===== src/rtl/cordic_init_stage.sv =====
// Front stage of the pipelined CORDIC: folds the target into +/-pi/2, emits the initial vector,
// and tracks valid/negate flags aligned to the last step. Fold logic exists only with CORDIC_FOLD_EN.
module cordic_init_stage #(
  parameter int W       = 12,
  parameter int STEPS   = 12,
  parameter int KINIT   = 622,
  parameter int HALF_PI = 1608,
  parameter int PI      = 3217,
  parameter int CW      = 5
) (
  input  logic                clock,
  input  logic                reset,
  input  logic                ce,
  input  logic                in_valid,
  input  logic signed [W-1:0] t_angle_in,
  output logic signed [W-1:0] cos_out,
  output logic signed [W-1:0] sin_out,
  output logic signed [W-1:0] angle_out,
  output logic signed [W-1:0] t_angle_out,
  output logic                valid_tail,
  output logic                neg_tail,
  output logic [CW-1:0]       inflight
);

  if (((1 << CW) <= (STEPS + 1)) || (HALF_PI >= PI)) begin : g_bad_params
    $error("cordic_init_stage: CW too narrow for STEPS+1 or HALF_PI >= PI");
  end

  logic signed [W-1:0] t_fold;
  logic [STEPS:0]      vld;

`ifdef CORDIC_FOLD_EN
  localparam int XW = W + 2;
  localparam logic signed [XW-1:0] HALF_PI_X = XW'(HALF_PI);
  localparam logic signed [XW-1:0] PI_X      = XW'(PI);

  logic signed [XW-1:0] t_ext;
  logic signed [XW-1:0] t_alt;
  logic                 fold_neg;
  logic [STEPS:0]       neg;

  // Exactly +/-HALF_PI stays unfolded; the folded magnitude never exceeds HALF_PI, so W bits suffice.
  always_comb begin
    t_ext    = {{(XW-W){t_angle_in[W-1]}}, t_angle_in};
    t_alt    = t_ext;
    fold_neg = 1'b0;
    if (t_ext > HALF_PI_X) begin
      t_alt    = PI_X - t_ext;
      fold_neg = 1'b1;
    end else if (t_ext < -HALF_PI_X) begin
      t_alt    = -PI_X - t_ext;
      fold_neg = 1'b1;
    end
    t_fold = t_alt[W-1:0];
  end

  always_ff @(posedge clock or posedge reset) begin
    if (reset) begin
      neg <= '0;
    end else if (ce) begin
      neg <= {neg[STEPS-1:0], in_valid & fold_neg};
    end
  end

  assign neg_tail = neg[STEPS];
`else
  assign t_fold   = t_angle_in;
  assign neg_tail = 1'b0;
`endif

  always_ff @(posedge clock or posedge reset) begin
    if (reset) begin
      cos_out     <= '0;
      sin_out     <= '0;
      angle_out   <= '0;
      t_angle_out <= '0;
      vld         <= '0;
      inflight    <= '0;
    end else if (ce) begin
      vld      <= {vld[STEPS-1:0], in_valid};
      // The tail bit leaves on the same edge a new sample may enter.
      inflight <= inflight + CW'(in_valid) - CW'(vld[STEPS]);
      if (in_valid) begin
        t_angle_out <= t_fold;
        cos_out     <= W'(KINIT);
        sin_out     <= '0;
        angle_out   <= '0;
      end
    end
  end

  assign valid_tail = vld[STEPS];

endmodule


===== config.mk =====
export PLATFORM = sky130hd
export DESIGN_NAME = cordic_init_stage
export DESIGN_NICKNAME = d
export VERILOG_FILES = /design/src/rtl/cordic_init_stage.sv
export SDC_FILE = /design/constraint.sdc
export NUM_CORES = 1
export LEC_CHECK = 0
export ABC_AREA = 1
export CAP_MARGIN = 0
export CORE_ASPECT_RATIO = 1.5
export CORE_UTILIZATION = 29
export CTS_BUF_LIST = sky130_fd_sc_hd__clkbuf_4 sky130_fd_sc_hd__clkbuf_8
export CTS_CLUSTER_DIAMETER = 30
export DETAILED_ROUTE_END_ITERATION = 7
export SLEW_MARGIN = 10
export SYNTH_ARGS = -nofsm -noshare
export SYNTH_HDL_FRONTEND = slang
export SYNTH_SLANG_ARGS = --single-unit

===== constraint.sdc =====
create_clock -name clock -period 2.28 [get_ports clock]
set_input_delay 0.342 -clock clock [delete_from_list [all_inputs] [get_ports clock]]
set_output_delay 0.342 -clock clock [all_outputs]
set_load 0.005 [all_outputs]

==> results by group <==
Critical path
  • Worst Path Arrival: 1.95 ns
  • Startpoint Class: flip-flop
  • Worst path most repeated cell: nand2_1
  • Reg-to-reg slack, setup: 0.50 ns
  • Worst Path Required: 2.45 ns
  • CP Max Fanout: 3
  • CP max stage cell: dfrtp_1
  • CP cell instances: ha_1, inv_1, ha_1, fa_1, nand2_1, nand2_1, nand2_1, nand2_1, nand3_1, nand2_1
  • Critical path class: flip-flop to flip-flop
  • CP max stage delay: 0.40 ns
  • Setup crit end kind: flip-flop

Route
  • Average wire per standard cell: 8.871 um
  • DRT Pass-1 Iters: 4
  • Vias post-DR: 1079
  • Drt total wl: 2484 um
  • DRC viols: 0
  • First-iteration detailed-routing DRC count: 44
  • Post-DR vias/cell: 3.854
  • Antenna-violating nets left: 0

Floorplan
  • FP Rows: 33
  • DIE WIDTH: 63.36 um
  • Die H: 94.04 um
  • Io pins: 71
  • Core region area: 0.005450 mm2
  • Die footprint: 0.005958 mm2
  • Starting Density: 30.05%

Finish
  • Most common cell after layout, fill and taps aside: nand2_1
  • Area Growth Syn to Fin: 25.36%
  • Commonest non-fill, non-tap cells in the layout: 53 x nand2_1, 39 x clkdlybuf4s50_1, 31 x conb_1, 31 x dfrtp_1, 13 x inv_1
  • Fin nets: 231
  • Share of cells above drive strength 1: 10.95%
  • N_diodes: 0

CTS
  • Longest Clk Path Bufs: 2
  • TritonCTS clock tree: done
  • Post-CTS Setup Repair Bufs: 0
  • Worst-path clk slew: 0.06 ns
  • CTS resizes: 0
  • Cts hold-fix bufs: 0
  • Num CTS Buffers: 5
  • Clock sink count: 31
  • # H-tree levels: 2
  • Root buffer selected by CTS: clkbuf_8
  • Clock latency on the worst-skew pair: 0.28 ns

Yosys
  • Post-synthesis adder-cell area fraction: 5.042%
  • FF+latch count, synth: 31
  • YS warnings: 0
  • Compound-Gate Fraction of Synth Area: 1.604%
  • Post-synth cell types: 19
  • Register area share after synthesis: 47.36%
  • Cell count after synthesis: 171
  • Avg Cell Area, Syn: 9.578 um2
  • Post-synthesis mux area share: 9.626%
  • Post-Synth XOR/XNOR Area: 0%
  • Post-Synth Simple-Gate Area: 15.20%
  • Largest family of logic cells by synthesized area: buffers and inverters
  • Synthesized area: 0.001638 mm2

STA
  • Final WS setup: 0.5023 ns
  • Minimum clock period: 1.778 ns
  • Setup_tns: 0 ns
  • Fin crit share: 77.97%
  • RSZ-0062 raised after global routing: false
  • Fmax: 562.5 MHz
  • Final slew viol count: 0
  • Final Skew: 0.001102 ns
  • Final setup viols: 0
  • Final hold viol count: 0

GRT
  • Vias in the first global route: 984
  • Congestion Overflow GR: 0
  • First-pass GRT wire length: 4153 um
  • Largest net degree at the start of global routing: 32
  • Initial antenna violation count: 0
  • All-layer global routing usage: 9.114%

Pwr
  • Switching Power: 576.3 uW
  • Clk pwr share: 25.5%
  • Sw Share: 30.53%
  • Combinational share of power: 35.8%
  • Reg power frac: 38.7%
  • Peak supply drop: 0.4049 mV
  • Internal: 1.311 mW
  • Pwr/cell area: 919.4 mW/mm2
  • P_leak: 1.057 nW

Place
  • HPWL Detailed: 1760 um
  • GP Congestion: 0.6989
  • I/O Buffers: 39
  • Placement Setup Slack: 0.3807 ns

Hold path
  • Hold crit path type: input pin to async pin

Run status
  • Status: finished clean

Job
  • Max-capacitance violation count: 0
registers in the layout (all words and copies together) (netlist names):
name and cells:
inflight 5, vld 13, cos_out 1, t_angle_out 12
worst max-delay path: cells and delay by family (launching register included):
family                     cells  cell delay (ns)
adders and majority gates      3             0.86
DFF                            1             0.40
and+or+nand+nor                6             0.38
buffers and inverters          1             0.04
final cells by class:
| type | count | area [um2] |
|---|---|---|
| sequential | 31 | 775.7 |
| fill | 566 | 3397 |
| inverter | 13 | 48.80 |
| clock buffer | 8 | 103.9 |
| timing repair buffer | 41 | 405.4 |
| tap | 70 | 87.58 |
| multi-input combinational | 117 | 631.9 |
final timing paths:
| check | start | to | cells after the start |
|---|---|---|---|
| max | vld[12]$_DFFE_PP0P_ | inflight[4]$_DFFE_PP0P_ | 10 |
| min | reset | t_angle_out[1]$_DFFE_PP0P_ | 3 |
| max reg2reg | vld[12]$_DFFE_PP0P_ | inflight[4]$_DFFE_PP0P_ | 10 |
| min reg2reg | vld[1]$_DFFE_PP0P_ | vld[1]$_DFFE_PP0P_ | 2 |
| max in group asynchronous | reset | vld[3]$_DFFE_PP0P_ | 3 |
| min in group clock | vld[1]$_DFFE_PP0P_ | vld[1]$_DFFE_PP0P_ | 2 |
kinds of logic after synthesis:
kind of cell             count (synthesis)
AND/OR/NAND/NOR                         63
buffers and inverters                   53
flip-flops                              31
multiplexers                            12
adder cells (fa/ha/maj)                  6
AO/OA/AOI/OAI                            5
other                                    1
cells in the mapped netlist (all sizes together):
cell type  instances  area [um2]
ha                 5       62.56
nor2               3       11.26
nand2             54       205.2
dfrtp             31       775.7
buf               38       286.5
mux2              12       157.7
or2                2       12.51
inv               13       48.80
nand3              4       20.02
o22ai              1       6.260
o21ai              4       20.02
clkbuf             2       7.510
conb               1       3.750
fa                 1       20.02
routing by layer:
metal	share of wire (%)	GRT usage [%]	vias to the layer above
met2	48	15.43	49
li1	-	-	534
met5	0	0	-
met4	1.9	4.545	0
met1	44	9.840	491
met3	6.8	3.398	5
metrics by stage:
stage	power [mW]	cell area (um2)	util, %	hold WS, ns	cells
floorplan	1.192	1750	-	0.4422	201
global placement	1.406	1949	35.77	0.4542	272
detailed placement	1.426	1949	35.77	0.4595	272
CTS	1.915	2053	37.67	0.4559	280
global route	2.052	2053	37.67	0.4966	280
finish	1.888	2053	37.67	0.4361	280
power by group through the flow:
stage / logic [mW] / clock network, mW / registers [mW]
after floorplan: 0.453 / 0 / 0.739
after global placement: 0.666 / 0 / 0.739
after detailed placement: 0.685 / 0 / 0.741
after CTS: 0.687 / 0.495 / 0.734
after global routing: 0.786 / 0.520 / 0.746
final: 0.676 / 0.481 / 0.730
Note: power is estimated with default switching activity, not from simulation.
